===== src/rtl/mul_pipe_hs.sv =====
// mul_pipe_hs: parametrised pipelined multiplier with valid/ready handshake.
// Each register stage folds a P-bit slice of the multiplier into a 2*WIDTH-bit
// running sum. Operands, mode and valid travel with the sum. A stall freezes
// every stage, bubbles included, so the output holds while the consumer waits.
module mul_pipe_hs #(
  parameter int WIDTH  = 8,
  parameter int STAGES = 2
) (
  input  logic                 clk,
  input  logic                 rst,
  input  logic                 in_valid,
  output logic                 in_ready,
  input  logic                 in_signed,
  input  logic [WIDTH-1:0]     mul_a,
  input  logic [WIDTH-1:0]     mul_b,
  output logic                 out_valid,
  input  logic                 out_ready,
  output logic [2*WIDTH-1:0]   mul_out,
  output logic                 busy
);

  localparam int P  = WIDTH / STAGES;
  localparam int PW = 2 * WIDTH;

  // Add the partial products for multiplier bits [k*P .. k*P+P-1] to sum_in.
  // In signed mode the multiplier MSB carries negative weight, so its partial
  // product is subtracted; the sign-extended multiplicand does the rest.
  function automatic logic signed [PW-1:0] f_acc_slice(
    input logic signed [PW-1:0] a_ext,
    input logic [WIDTH-1:0]     b,
    input logic                 sgn,
    input logic signed [PW-1:0] sum_in,
    input int                   k
  );
    logic signed [PW-1:0] acc;
    logic [WIDTH-1:0]     bs;
    int                   idx;
    acc = sum_in;
    bs  = b >> (k * P);
    for (int j = 0; j < P; j++) begin
      idx = k * P + j;
      if (bs[0]) begin
        if (sgn && (idx == WIDTH - 1)) begin
          acc = acc - (a_ext << idx);
        end else begin
          acc = acc + (a_ext << idx);
        end
      end
      bs = bs >> 1;
    end
    return acc;
  endfunction

  logic                 w_stall;
  logic                 w_vld_in  [STAGES];
  logic signed [PW-1:0] w_a_in    [STAGES];
  logic [WIDTH-1:0]     w_b_in    [STAGES];
  logic                 w_sgn_in  [STAGES];
  logic signed [PW-1:0] w_sum_in  [STAGES];
  logic                 w_vld_out [STAGES];
  logic signed [PW-1:0] w_sum_out [STAGES];

  // A held, un-taken result freezes the whole pipe.
  assign w_stall  = w_vld_out[STAGES-1] & ~out_ready;
  assign in_ready = ~w_stall;

  // Stage 0 inputs come straight from the ports; the multiplicand is widened
  // once here according to the mode sampled with it.
  assign w_vld_in[0] = in_valid;
  assign w_a_in[0]   = {{WIDTH{in_signed & mul_a[WIDTH-1]}}, mul_a};
  assign w_b_in[0]   = mul_b;
  assign w_sgn_in[0] = in_signed;
  assign w_sum_in[0] = '0;

  for (genvar k = 0; k < STAGES; k++) begin : g_stage
    logic signed [PW-1:0] w_sum_nxt;
    logic                 r_vld_p;
    logic signed [PW-1:0] r_sum_p;

    assign w_sum_nxt    = f_acc_slice(w_a_in[k], w_b_in[k], w_sgn_in[k], w_sum_in[k], k);
    assign w_vld_out[k] = r_vld_p;
    assign w_sum_out[k] = r_sum_p;

    // Stage valid bit: cleared by reset, advances only when not stalled.
    always_ff @(posedge clk or posedge rst) begin
      if (rst) begin
        r_vld_p <= 1'b0;
      end else if (!w_stall) begin
        r_vld_p <= w_vld_in[k];
      end
    end

    if (k == STAGES - 1) begin : g_last
      // Output register: cleared by reset, loads only real results so the
      // last product stays visible after the pipe empties.
      always_ff @(posedge clk or posedge rst) begin
        if (rst) begin
          r_sum_p <= '0;
        end else if (!w_stall && w_vld_in[k]) begin
          r_sum_p <= w_sum_nxt;
        end
      end
    end else begin : g_mid
      logic signed [PW-1:0] r_a_p;
      logic [WIDTH-1:0]     r_b_p;
      logic                 r_sgn_p;

      // Intermediate datapath register: loads only when a valid op moves in.
      always_ff @(posedge clk) begin
        if (!w_stall && w_vld_in[k]) begin
          r_sum_p <= w_sum_nxt;
          r_a_p   <= w_a_in[k];
          r_b_p   <= w_b_in[k];
          r_sgn_p <= w_sgn_in[k];
        end
      end

      assign w_vld_in[k+1] = r_vld_p;
      assign w_sum_in[k+1] = r_sum_p;
      assign w_a_in[k+1]   = r_a_p;
      assign w_b_in[k+1]   = r_b_p;
      assign w_sgn_in[k+1] = r_sgn_p;
    end
  end

  assign out_valid = w_vld_out[STAGES-1];
  assign mul_out   = w_sum_out[STAGES-1];

  // busy covers every stage including the output register.
  always_comb begin
    busy = 1'b0;
    for (int k = 0; k < STAGES; k++) begin
      busy = busy | w_vld_out[k];
    end
  end

endmodule


===== config.mk =====
export PLATFORM = sky130hd
export DESIGN_NAME = mul_pipe_hs
export DESIGN_NICKNAME = d
export VERILOG_FILES = /design/src/rtl/mul_pipe_hs.sv
export SDC_FILE = /design/constraint.sdc
export NUM_CORES = 1
export LEC_CHECK = 0
export CAP_MARGIN = 40
export CORE_MARGIN = 2
export CORE_UTILIZATION = 45
export DETAILED_ROUTE_END_ITERATION = 10
export PLACE_DENSITY = 0.66
export SKIP_CTS_REPAIR_TIMING = 1
export SLEW_MARGIN = 5
export SYNTH_ARGS = -nofsm -noshare
export SYNTH_HDL_FRONTEND = slang
export SYNTH_SLANG_ARGS = --single-unit

===== constraint.sdc =====
create_clock -name clk -period 5.32 [get_ports clk]
set_clock_uncertainty 0.1 [all_clocks]
set_input_delay 1.064 -clock clk [delete_from_list [all_inputs] [get_ports clk]]
set_output_delay 1.064 -clock clk [all_outputs]
set_load 0.005 [all_outputs]

# After elaboration in Yosys (flattened, before gate mapping)
# Cells that the tools add are included.
[classes] addsub=8 muxes=9 n_bitwise=5 reduce_logical=3
[ops] cell="$mux W16" count=9
[ops] cell="$add A16 B10 Y16" count=1
[ops] cell="$add A16 B11 Y16" count=1
[ops] cell="$add A16 B12 Y16" count=1
[ops] cell="$add A16 B13 Y16" count=1
[ops] cell="$add A16 B14 Y16" count=1
[ops] cell="$add A16 B15 Y16" count=1
[ops] cell="$add A16 B16 Y16" count=1
[ops] cell="$sub A16 B16 Y16" count=1
[ops] cell="$and A1 B1 Y1" count=2
[ops] cell="$logic_and A1 B1 Y1" count=2
[ops] cell="$not A1 Y1" count=2
[ops] cell="$logic_not A1 Y1" count=1
[ops] cell="$or A1 B1 Y1" count=1
[totals] register_bits=52 input_bits=21 out_inout_bits=19 wordCells=32

# Logic depth before layout (Yosys ltp)
# Gate-level depths: netlist of run 1.
[depth] depth_word=9 ltp_mapped=30 ltp_nobuf=30

# Worst setup path after synthesis of run 1
# No wires, ideal clock.
[synth_path] kind="in2reg" start="in mul_b[0]" end="reg g_stage[0].r_sum_p[15] (data pin)" setup_time_ns=0.266 arrival_time_ns=6.022 t_required_ns=4.954 slack_ns=-1.068 stages=27 path_buffers=1 path_cell_list="clkbuf_1 -> nand2_1 -> inv_1 -> ha_1 -> a21o_1 -> a21oi_1 -> o21ai_1 -> a2111oi_0 -> nor2_1 -> xnor2_1 -> o22ai_1 -> ha_1 -> a21oi_1 -> nand2_1 -> o311a_1 -> o41a_1 -> a21oi_1 -> xor2_1 -> a21oi_1 -> ha_1 -> or3_1 -> a2111oi_0 -> nor2_1 -> xnor2_1 -> nand3_1 -> o211ai_1 -> o21ai_1"
[synth_between] elab_chain_cells=7
[synth_lines] element="start: declaration" line_no="15" text="input logic [WIDTH-1:0] mul_b,"
[synth_lines] element="$mux W16 (*)" line_no="42" text="if (bs[0]) begin"
[synth_lines] element="$add A16 B10 Y16" line_no="46" text="acc = acc + (a_ext << idx);"
[synth_lines] element="$mux W16 (*)" line_no="42"
[synth_lines] element="$add A16 B11 Y16" line_no="46"
[synth_lines] element="$mux W16 (*)" line_no="42"
[synth_lines] element="$add A16 B12 Y16" line_no="46"
[synth_lines] element="$mux W16 (*)" line_no="42"
[synth_lines] element="net g_stage[0].w_sum_nxt[15]" line_no="76" text="logic signed [PW-1:0] w_sum_nxt;"
[synth_lines] element="end signal: assignment" line_no="111" text="r_sum_p <= w_sum_nxt;"
[synth_lines] element="end: declaration" line_no="78" text="logic signed [PW-1:0] r_sum_p;"
# The timed path passes the listed nets; every way through them passes the cells marked *.
# A chain may end at the register's enable or synchronous reset.

# Worst setup path after layout of run 1
[layout_path] start="reg g_stage[0].g_mid.r_a_p[1]" end="reg g_stage[1].r_sum_p[15] (netlist: mul_out[15])"
[layout_between] elab_chain_cells=9 word_cells_on_any_way=10 cone_classes="add/sub (5); mux (5)"
[layout_lines] element="start: declaration" line_no="104" text="logic signed [PW-1:0] r_a_p;"
[layout_lines] element="start signal: assignment" line_no="112" text="r_a_p <= w_a_in[k];"
[layout_lines] element="$add A16 B13 Y16" line_no="46"
[layout_lines] element="$mux W16" line_no="42"
[layout_lines] element="$add A16 B14 Y16" line_no="46"
[layout_lines] element="$mux W16" line_no="42"
[layout_lines] element="$add A16 B15 Y16" line_no="46"
[layout_lines] element="$mux W16" line_no="42"
[layout_lines] element="$add A16 B16 Y16 or $sub A16 B16 Y16 (tied branches)" line_no="46, 44"
[layout_lines] element="$mux W16" line_no="43" text="if (sgn && (idx == WIDTH - 1)) begin"
[layout_lines] element="$mux W16 (*)" line_no="42"
[layout_lines] element="end signal: assignment" line_no="100" text="r_sum_p <= w_sum_nxt;"
[layout_lines] element="end: declaration" line_no="78"
# Mark *: on every way between the ends. The rest lies on a longest branch, timed or not.

==> results.md, run 1 <==
* Sinks on the clock net at 48
* Average vias per placed instance at 5.35
* Post-route minimum period at 5.99 ns
* Synthesized area at 5720 um2
* Wire length of the first global-routing pass at 23700 um
* Area grow syn2layout at 50.9%
* Multiplexer share of the synthesized area at 7.94%
* Leading cell types by total area after synthesis: sky130_fd_sc_hd__edfxtp_1 16%, sky130_fd_sc_hd__ha_1 16%, sky130_fd_sc_hd__dfrtp_1 7.9%
* Crit. Startpoint: g_stage[0].g_mid.r_a_p[1]
* Dominant combinational cell family by area after synthesis: compound AO/OA/AOI/OAI gates
* Number of cells on the worst reg-to-reg path at 29
* CP startpoint kind: flop
* Fraction of power consumed by the clock network at 9.4%
* HPWL after detailed placement at 12200 um
* Final standard cell count with taps included and fillers excluded at 1044
* Die height at 117 um
* Clock tree from TritonCTS: built
* Worst hold margin at 0.342 ns
* Share of synthesized flip-flops with an asynchronous set or reset at 37.5%
* Setup repair after global routing missed its margin: yes
* Initial Utilization at 45.7%
* Area fraction in and, or, nand and nor cells after synthesis at 15.6%
* IR Drop Worst-Case VDD at 164 uV
* Commonest cells in the synthesized netlist: 72 x sky130_fd_sc_hd__ha_1, 69 x sky130_fd_sc_hd__nand2_1, 50 x sky130_fd_sc_hd__nor2_1
* Fraction of power spent switching nets at 37.9%
* Min-Delay Path Class: flop to flop
* Static Leak at 3.84 nW
* Count of flip-flops with a built-in enable after synthesis at 30
* Routed len/inst at 15.1 um
* Proportion of synthesized chip area in sequential cells at 23.6%
* Core Footprint at 12500 um2
* Final Cell Area at 8640 um2
* Hold Path Sink: mul_out[2]
* Leading cell type by number of instances after synthesis: sky130_fd_sc_hd__ha_1
* Fraction of post-synthesis cell area in the top cell type by area at 15.7%
* Worst hold path cell count at 2
* Internal power summed over all cells at 2.03 mW
* Highest Clock Rate at 167 MHz
* Worst setup margin at -0.673 ns
* Root Buffer Master: sky130_fd_sc_hd__clkbuf_16
* Latest clock arrival within the worst-skew pair at 0.29 ns
* Worst r2r dst: mul_out[15]
* Primary flip-flop cell chosen by synthesis mapping: sky130_fd_sc_hd__edfxtp_1
* Pwr dens at 378 nW/um2
* Clock slew at the register clock pins of the worst setup and hold paths at 0.06 ns
* Total of buffers placed on input and output ports at 39
* Total area of multi-input combinational cells at 4890 um2
* Number of distinct library cells after synthesis at 65
* Status: finished, violations left
* Setup Viol. Count Final at 7
* Vias in the first global route at 5481
* Total Routed Length at 15700 um
* RD Place Congestion at 0.833
* CP peak stage delay at 0.44 ns
* Count of final max-slew check failures at 0
* Maximum number of pins on one net before global-route repair at 22
* Grt ovf at 0
* Critical path data required time at 5.38 ns
* Post-synthesis adder-cell area fraction at 18.2%
* First-pass DRT Iterations at 4
* First DRT Iteration DRCs at 207
* Total GRT Usage at 21.5%
* Buffers plus inverters on the worst setup path at 2
* XOR/XNOR Fraction of Synth Area at 9.03%
* Layout Utilization at 69.0%
* Top fanout value on the critical path at 4
* Sequential cell fraction of total power at 16.3%
* Source of the worst hold timing path: g_stage[0].r_sum_p[2]
* Antenna diode count at 0
* Compound-gate portion of the synthesized area at 21.4%
* Worst Setup Path Type: flop to flop
* Setup slack on the worst flop-to-flop path at -0.67 ns
* Top Ports at 40
* Number of antenna violations at the first check in global routing at 0
* Deepest level of the CTS H-tree at 2
* Placed Instance Area at 7710 um2
* Row Count at 41
* Sequential cell area at 1350 um2
* Total number of vias at 5586
* Die area at 13600 um2
* Critical path data arrival time at 6.05 ns
* Cell family with most CP delay: compound AO/OA/AOI/OAI gates
* Critical-path cell with the highest stage delay: sky130_fd_sc_hd__edfxtp_1
* Fillers at 940
* Worst-margin pin slew at 0.756 ns
* Total count of hold-check failures in the final report at 0
* Switching pwr at 1.24 mW
* Endpoint kind of the worst setup timing path: flop
* Max-Cap Viols at 0
* Number of remaining DRC errors at 0
* Number of nets in the layout at 971
* Post-Place Cells at 1017
* Net Count, Synth at 750
* Combinational power share at 74.3%
* Clk buf depth at 2
* Startpoint of the lowest-slack register-to-register path: g_stage[0].g_mid.r_a_p[1]
* Part of the cycle the worst path needs at 113%
* Avg Cell Area, Syn at 8.80 um2
* Synth Register Bits at 48
* Failing checks: setup timing
* Top cell type by total area after synthesis: sky130_fd_sc_hd__edfxtp_1
* CP dominant cell by count: sky130_fd_sc_hd__xnor2_1
* Die width at 117 um
* Antenna-violating nets left at 0
* Slew headroom at 49.5%
* Warnings, synthesis at 0
* Cts bufs inserted at 5
* Fraction of final layout cells with drive strength greater than 1 at 41.4%
* Total power at 3.27 mW
* Mapped Cells at 650
==> stage by stage <==
step | setup slack [ns] | setup TNS, ns
finish | -0.673 | -2.40
global route | -0.980 | -4.12
CTS | -1.17 | -7.08
detailed placement | -1.48 | -10.16
global placement | -1.26 | -7.54
floorplan | -0.609 | -1.62
==> worst min-delay path: cells and delay by family, from the launching register on <==
| kind | cells | cell delay [ns] |
|---|---|---|
| flops | 1 | 0.32 |
| simple gates | 2 | 0.10 |
==> worst max path at each step <==
stage	end	depth (start not counted)
after floorplan	g_stage[0].r_sum_p[15]	27
after global placement	g_stage[0].r_sum_p[15]	29
after detailed placement	g_stage[0].r_sum_p[15]	29
after CTS	g_stage[0].r_sum_p[15]	29
after global routing	mul_out[15]	30
final	mul_out[15]	29
==> cell families after synthesis <==
| logic type | after synthesis |
|---|---|
| xor+xnor | 59 |
| mux | 40 |
| buf+inv | 52 |
| fa+ha+maj | 79 |
| flops | 48 |
| compound gates | 177 |
| simple gates | 195 |
==> flip-flops by register name (all words and copies together), names as in the netlist <==
signal / count
g_stage.g_mid.r_sgn_p: 1
g_stage.r_vld_p: 1
mul_out: 16
g_stage.r_sum_p: 16
g_stage.g_mid.r_b_p: 4
g_stage.g_mid.r_a_p: 9
out_valid: 1
==> layout make-up <==
type / instances / share of cell area (%)
clock buffers: 5 / 1.45
repair buffers: 230 / 21.9
flip-flops and latches: 48 / 15.6
clock inverters: 3 / 0.217
well taps: 172 / 2.49
multi-input cells: 550 / 56.6
inverters: 36 / 1.68
==> cell usage in the layout (no fill, tap or decap), drive strengths merged, types with 5 or more instances in the layout <==
cell type      count
nand2b             8
buf              193
inv               35
o31ai              6
clkdlybuf4s50     31
clkbuf             6
nand3             13
a21oi             38
a2111oi            5
nor2              51
o21a               9
o21ai             42
xor2              13
nor2b              9
dfrtp             18
nor3              17
xnor2             46
nand2             69
and2               6
mux2i              6
a21o              16
and3               7
edfxtp            30
o21bai             6
a31oi             13
dlymetal6s2s       5
mux2              34
or2                5
ha                72
a211oi            10
fa                 7
==> layer usage <==
layer	share of wire (%)	global-route usage, %	wire [um]
met5	0	0	0
met4	2.4	7.92	382
met3	1.6	1.87	252
met2	54	42.2	8520
met1	42	23.8	6560
==> power by group through the flow <==
stage                     Clock [mW]  Combinational, mW  Sequential, mW
after CTS                      0.314               2.10           0.533
after detailed placement           0               2.08           0.541
after global placement             0               2.01           0.537
after floorplan                    0               1.25           0.540
final                          0.307               2.43           0.533
after global routing           0.332               2.64           0.541
No activity file was read; power rests on OpenSTA's default activity.
==> run 2, diff against run 1 <==
--- a/config.mk
+++ b/config.mk
@@ -10,6 +10,7 @@
 export CORE_UTILIZATION = 45
 export DETAILED_ROUTE_END_ITERATION = 10
 export PLACE_DENSITY = 0.66
+export SETUP_SLACK_MARGIN = 0.15
 export SKIP_CTS_REPAIR_TIMING = 1
 export SLEW_MARGIN = 5
 export SYNTH_ARGS = -nofsm -noshare
==> results.md, run 2 (synthesized netlist as in run 1, its figures left out) <==
* Row Count at 41
* Pwr dens at 384 nW/um2
* Placed Instance Area at 7690 um2
* Deepest level of the CTS H-tree at 2
* Number of nets in the layout at 971
* Static Leak at 3.85 nW
* Wire length of the first global-routing pass at 23600 um
* Worst setup margin at -0.645 ns
* Antenna diode count at 0
* Source of the worst hold timing path: g_stage[0].r_sum_p[2]
* Post-route minimum period at 5.96 ns
* Worst hold margin at 0.346 ns
* Setup Viol. Count Final at 7
* Die height at 117 um
* Post-Place Cells at 1014
* Setup slack on the worst flop-to-flop path at -0.64 ns
* CP startpoint kind: flop
* Min-Delay Path Class: flop to flop
* Die width at 117 um
* Critical path data required time at 5.38 ns
* Pre-CTS setup slack at -1.55 ns
* IR Drop Worst-Case VDD at 159 uV
* Cts bufs inserted at 5
* RD Place Congestion at 0.835
* Critical-path cell with the highest stage delay: sky130_fd_sc_hd__or4_4
* HPWL after detailed placement at 12200 um
* Status: finished, violations left
* Worst r2r dst: mul_out[15]
* Area grow syn2layout at 51.6%
* Worst hold path cell count at 2
* Slew headroom at 50.3%
* Sinks on the clock net at 48
* Vias in the first global route at 5412
* First DRT Iteration DRCs at 261
* Hold Path Sink: mul_out[2]
* First-pass DRT Iterations at 4
* Final Cell Area at 8670 um2
* Average vias per placed instance at 5.40
* Critical path data arrival time at 6.02 ns
* Failing checks: setup timing
* Number of antenna violations at the first check in global routing at 0
* Part of the cycle the worst path needs at 112%
* Routed len/inst at 15.1 um
* Maximum number of pins on one net before global-route repair at 31
* Clock slew at the register clock pins of the worst setup and hold paths at 0.06 ns
* Top Ports at 40
* Clock tree from TritonCTS: built
* Endpoint kind of the worst setup timing path: flop
* Initial Utilization at 45.7%
* Fraction of final layout cells with drive strength greater than 1 at 42.5%
* Final standard cell count with taps included and fillers excluded at 1044
* Latest clock arrival within the worst-skew pair at 0.29 ns
* Clk buf depth at 2
* Worst Setup Path Type: flop to flop
* Buffers plus inverters on the worst setup path at 1
* CP peak stage delay at 0.45 ns
* Core Footprint at 12500 um2
* Max-Cap Viols at 0
* Antenna-violating nets left at 0
* Top fanout value on the critical path at 4
* Number of cells on the worst reg-to-reg path at 26
* Total of buffers placed on input and output ports at 39
* CP dominant cell by count: sky130_fd_sc_hd__xnor2_1
* Leading cell type in the layout, fill and taps excluded: sky130_fd_sc_hd__buf_4
* Startpoint of the lowest-slack register-to-register path: g_stage[0].r_sum_p[4]
* Root Buffer Master: sky130_fd_sc_hd__clkbuf_16
* Most used cells in the layout excluding fill and tap cells: 183 x sky130_fd_sc_hd__buf_4, 63 x sky130_fd_sc_hd__nand2_1, 44 x sky130_fd_sc_hd__xnor2_1, 43 x sky130_fd_sc_hd__ha_1, 39 x sky130_fd_sc_hd__nor2_1
* Total Routed Length at 15800 um
* Count of final max-slew check failures at 0
* Cell family with most CP delay: adder cells
* Number of remaining DRC errors at 0
* Setup repair after global routing missed its margin: yes
* Worst-margin pin slew at 0.744 ns
* Die area at 13600 um2
* Total count of hold-check failures in the final report at 0
* Total number of vias at 5634
* Grt ovf at 0
* Highest Clock Rate at 168 MHz
* Total GRT Usage at 21.4%
run 2: changes by cell type in the layout (fill, tap and decap cells not counted), moves of 3 or more:
cell                      change
sky130_fd_sc_hd__buf_4        +3
sky130_fd_sc_hd__o21ai_0      -3
sky130_fd_sc_hd__ha_1         -3
sky130_fd_sc_hd__nor2_2       +5
sky130_fd_sc_hd__nor2_1       -5
run 2: worst reg2reg max path, stage by stage, from the launching register on:
cell and delay [ns]:
sky130_fd_sc_hd__edfxtp_1 0.39, sky130_fd_sc_hd__ha_2 0.21, sky130_fd_sc_hd__fa_2 0.43, sky130_fd_sc_hd__mux2_2 0.29, sky130_fd_sc_hd__ha_2 0.19, sky130_fd_sc_hd__fa_2 0.39, sky130_fd_sc_hd__a211oi_2 0.26, sky130_fd_sc_hd__nor2_2 0.08
sky130_fd_sc_hd__or4_4 0.45, sky130_fd_sc_hd__a31oi_4 0.21, sky130_fd_sc_hd__xnor2_1 0.09, sky130_fd_sc_hd__mux2_4 0.29, sky130_fd_sc_hd__ha_4 0.24, sky130_fd_sc_hd__a21o_1 0.17, sky130_fd_sc_hd__a31oi_2 0.16, sky130_fd_sc_hd__xnor2_1 0.09
sky130_fd_sc_hd__mux2_4 0.29, sky130_fd_sc_hd__ha_4 0.28, sky130_fd_sc_hd__a21oi_2 0.05, sky130_fd_sc_hd__a31oi_1 0.16, sky130_fd_sc_hd__xnor2_1 0.13, sky130_fd_sc_hd__nand2_1 0.13, sky130_fd_sc_hd__xor2_1 0.21, sky130_fd_sc_hd__xnor2_1 0.18
sky130_fd_sc_hd__xnor2_1 0.14, sky130_fd_sc_hd__buf_4 0.15, sky130_fd_sc_hd__o21ai_2 0.05
run 2: routing by layer:
layer	routed length (um)	GRT usage, %
met5	0	0
met4	485	10.3
met3	335	2.54
met2	8490	40.0
met1	6440	24.0
run 2: report_power, final:
group	internal, mW	total (mW)	switching (mW)	leakage, nW
logic	1.41	2.49	1.09	3.28
registers	0.486	0.530	0.0449	0.503
clock network	0.172	0.310	0.137	0.0635
run 2: per-stage QoR:
stage / total power, mW / setup TNS [ns] / util [%]
3_3_place_gp: 2.53 / -7.53 / 61.4
4_1_cts: 2.93 / -6.81 / 62.6
3_5_place_dp: 2.61 / -9.89 / 61.4
6_report: 3.33 / -2.26 / 69.3
2_1_floorplan: 1.79 / -1.62 / -
5_1_grt: 3.58 / -4.14 / 69.3
run 2: worst max-delay path by stage:
| stage | start | end | slack, ns | cells after the start |
|---|---|---|---|---|
| 2_1_floorplan | mul_b[0] | g_stage[0].r_sum_p[15] | -0.61 | 27 |
| 3_5_place_dp | mul_b[0] | g_stage[0].r_sum_p[15] | -1.55 | 29 |
| 3_3_place_gp | mul_b[0] | g_stage[0].r_sum_p[15] | -1.26 | 29 |
| 5_1_grt | g_stage[0].r_sum_p[4] | mul_out[15] | -0.89 | 26 |
| 6_report | g_stage[0].r_sum_p[4] | mul_out[15] | -0.64 | 26 |
| 4_1_cts | mul_b[0] | g_stage[0].r_sum_p[15] | -1.24 | 29 |
run 2: area by class of cell:
class,instances,area [um2]
clock buffers,5,125
flip-flops and latches,48,1350
fillers,971,3840
multi-input cells,550,4940
well taps,172,215
repair buffers,230,1880
inverters,36,135
clock inverters,3,18.8
==> run 3, diff against run 2 <==
--- a/config.mk
+++ b/config.mk
@@ -6,12 +6,12 @@
 export NUM_CORES = 1
 export LEC_CHECK = 0
 export CAP_MARGIN = 40
+export CORE_ASPECT_RATIO = 0.8
 export CORE_MARGIN = 2
 export CORE_UTILIZATION = 45
 export DETAILED_ROUTE_END_ITERATION = 10
 export PLACE_DENSITY = 0.66
 export SETUP_SLACK_MARGIN = 0.15
-export SKIP_CTS_REPAIR_TIMING = 1
 export SLEW_MARGIN = 5
 export SYNTH_ARGS = -nofsm -noshare
 export SYNTH_HDL_FRONTEND = slang
==> results.md, run 3 (synthesized netlist as in run 1, its figures left out) <==
* Status: finished, violations left
* Failing checks: setup timing
* Average vias per placed instance at 5.67
* Setup slack on the worst flop-to-flop path at -0.79 ns
* Die area at 13600 um2
* Root Buffer Master: sky130_fd_sc_hd__clkbuf_16
* Setup repair after global routing missed its margin: yes
* Combinational power share at 76.3%
* Startpoint of the lowest-slack register-to-register path: g_stage[0].g_mid.r_a_p[0]
* Worst-margin pin slew at 0.763 ns
* Switching pwr at 1.40 mW
* GR Util met2 at 43.5%
* CP startpoint kind: flop
* Latest clock arrival within the worst-skew pair at 0.29 ns
* Fillers at 813
* Antenna-violating nets left at 0
* Vias in the first global route at 5904
* Total number of vias at 6070
* Final Cell Area at 9140 um2
* Static Leak at 4.04 nW
* Core Footprint at 12300 um2
* Count of final max-slew check failures at 0
* First DRT Iteration DRCs at 445
* CP peak stage delay at 0.46 ns
* Top Ports at 40
* Deepest level of the CTS H-tree at 2
* Fraction of power consumed by the clock network at 9.0%
* Clock tree from TritonCTS: built
* Source of the worst hold timing path: g_stage[0].r_sum_p[1]
* First-pass DRT Iterations at 5
* Part of the cycle the worst path needs at 115%
* Total of buffers placed on input and output ports at 39
* Met3 global-route usage at 3.58%
* Critical path data arrival time at 6.17 ns
* Worst r2r dst: mul_out[15]
* Die width at 130 um
* Total GRT Usage at 24.4%
* Fraction of final layout cells with drive strength greater than 1 at 46.3%
* Setup Viol. Count Final at 9
* Wire length of the first global-routing pass at 27200 um
* Accumulated negative setup slack at -3.55 ns
* RD Place Congestion at 0.927
* Cts bufs inserted at 5
* Met1 usage in global routing at 30.8%
* Number of remaining DRC errors at 0
* Critical-path cell with the highest stage delay: sky130_fd_sc_hd__edfxtp_1
* Row Count at 36
* Number of antenna violations at the first check in global routing at 0
* Most Crowded Layer GR: met2
* Min-Delay Path Class: flop to flop
* Maximum number of pins on one net before global-route repair at 31
* Clock slew at the register clock pins of the worst setup and hold paths at 0.07 ns
* Post-route minimum period at 6.11 ns
* Initial Utilization at 46.5%
* Worst Setup Path Type: flop to flop
* Grt ovf at 0
* Pwr dens at 397 nW/um2
* Endpoint kind of the worst setup timing path: flop
* Slew headroom at 49.0%
* Leading cell type in the layout, fill and taps excluded: sky130_fd_sc_hd__buf_4
* Die height at 105 um
* Number of cells on the worst reg-to-reg path at 29
* Area grow syn2layout at 59.7%
* Internal power summed over all cells at 2.23 mW
* Total power at 3.63 mW
* Antenna diode count at 0
* Number of nets in the layout at 998
* Layout Utilization at 74.3%
* HPWL after detailed placement at 12500 um
* Total Routed Length at 19200 um
* Fraction of power spent switching nets at 38.6%
* Worst setup margin at -0.795 ns
* Critical path data required time at 5.37 ns
* Hold Path Sink: mul_out[1]
* Routed len/inst at 18.0 um
* Total count of hold-check failures in the final report at 0
* Most used cells in the layout excluding fill and tap cells: 194 x sky130_fd_sc_hd__buf_4, 60 x sky130_fd_sc_hd__nand2_1, 41 x sky130_fd_sc_hd__ha_1, 40 x sky130_fd_sc_hd__nor2_1, 39 x sky130_fd_sc_hd__xnor2_1
* Highest Clock Rate at 164 MHz
* Sinks on the clock net at 48
* CP dominant cell by count: sky130_fd_sc_hd__xnor2_1
* Clk buf depth at 2
* Top fanout value on the critical path at 4
* Max-Cap Viols at 0
* Placed Instance Area at 7600 um2
* Worst hold path cell count at 2
* Sequential cell fraction of total power at 14.8%
* IR Drop Worst-Case VDD at 248 uV
-- run 3: power groups by stage --
stage	Combinational, mW	Clock (mW)	Sequential [mW]
after floorplan	1.25	0	0.540
after global placement	1.92	0	0.537
after detailed placement	1.99	0	0.544
after CTS	2.28	0.331	0.537
after global routing	2.95	0.346	0.546
final	2.77	0.326	0.537
-- run 3: worst max path at each step --
stage,to,from
after global routing,mul_out[15],g_stage[0].g_mid.r_a_p[0]
after detailed placement,g_stage[0].r_sum_p[15],mul_b[0]
final,mul_out[15],g_stage[0].g_mid.r_a_p[0]
after global placement,g_stage[0].r_sum_p[15],mul_b[0]
after CTS,g_stage[0].r_sum_p[15],mul_b[0]
after floorplan,g_stage[0].r_sum_p[15],mul_b[0]
-- run 3: what timing repair did --
item	in CTS	in global routing
hold buffers	0	0
resized for setup	117	105
pin swaps	82	74
setup buffers	31	29
setup endpoints to repair	14	12
-- run 3: cell type report --
class / instances / area [um2] / share of cell area [%]
multi-input cells: 550 / 5140 / 56.3
repair buffers: 257 / 2130 / 23.3
clock inverters: 2 / 16.3 / 0.178
flip-flops and latches: 48 / 1350 / 14.8
clock buffers: 6 / 129 / 1.41
well taps: 171 / 214 / 2.34
inverters: 36 / 153 / 1.67
-- run 3: worst max-delay path: cells and delay by family, from the launching register on --
family                   cells  cell delay [ns]
AO/OA/AOI/OAI               12             2.09
XOR/XNOR                     6             0.98
adder cells (fa/ha/maj)      5             1.39
buffers and inverters        3             0.37
flip-flops                   1             0.46
multiplexers                 1             0.28
AND/OR/NAND/NOR              2             0.29
-- run 3: metal layers --
metal  part of all wire [%]  wire, um
met1                     42      8170
met2                     51      9760
met3                    3.6       700
met4                    3.2       612
met5                      0         0
-- run 3: metrics by stage --
stage          std cells  setup slack, ns  hold slack [ns]
6_report            1070           -0.795            0.348
4_1_cts             1041           -0.643            0.357
3_3_place_gp        1002            -1.20            0.328
2_1_floorplan        650           -0.609            0.315
5_1_grt             1070            -1.03            0.369
3_5_place_dp        1002            -1.47            0.340
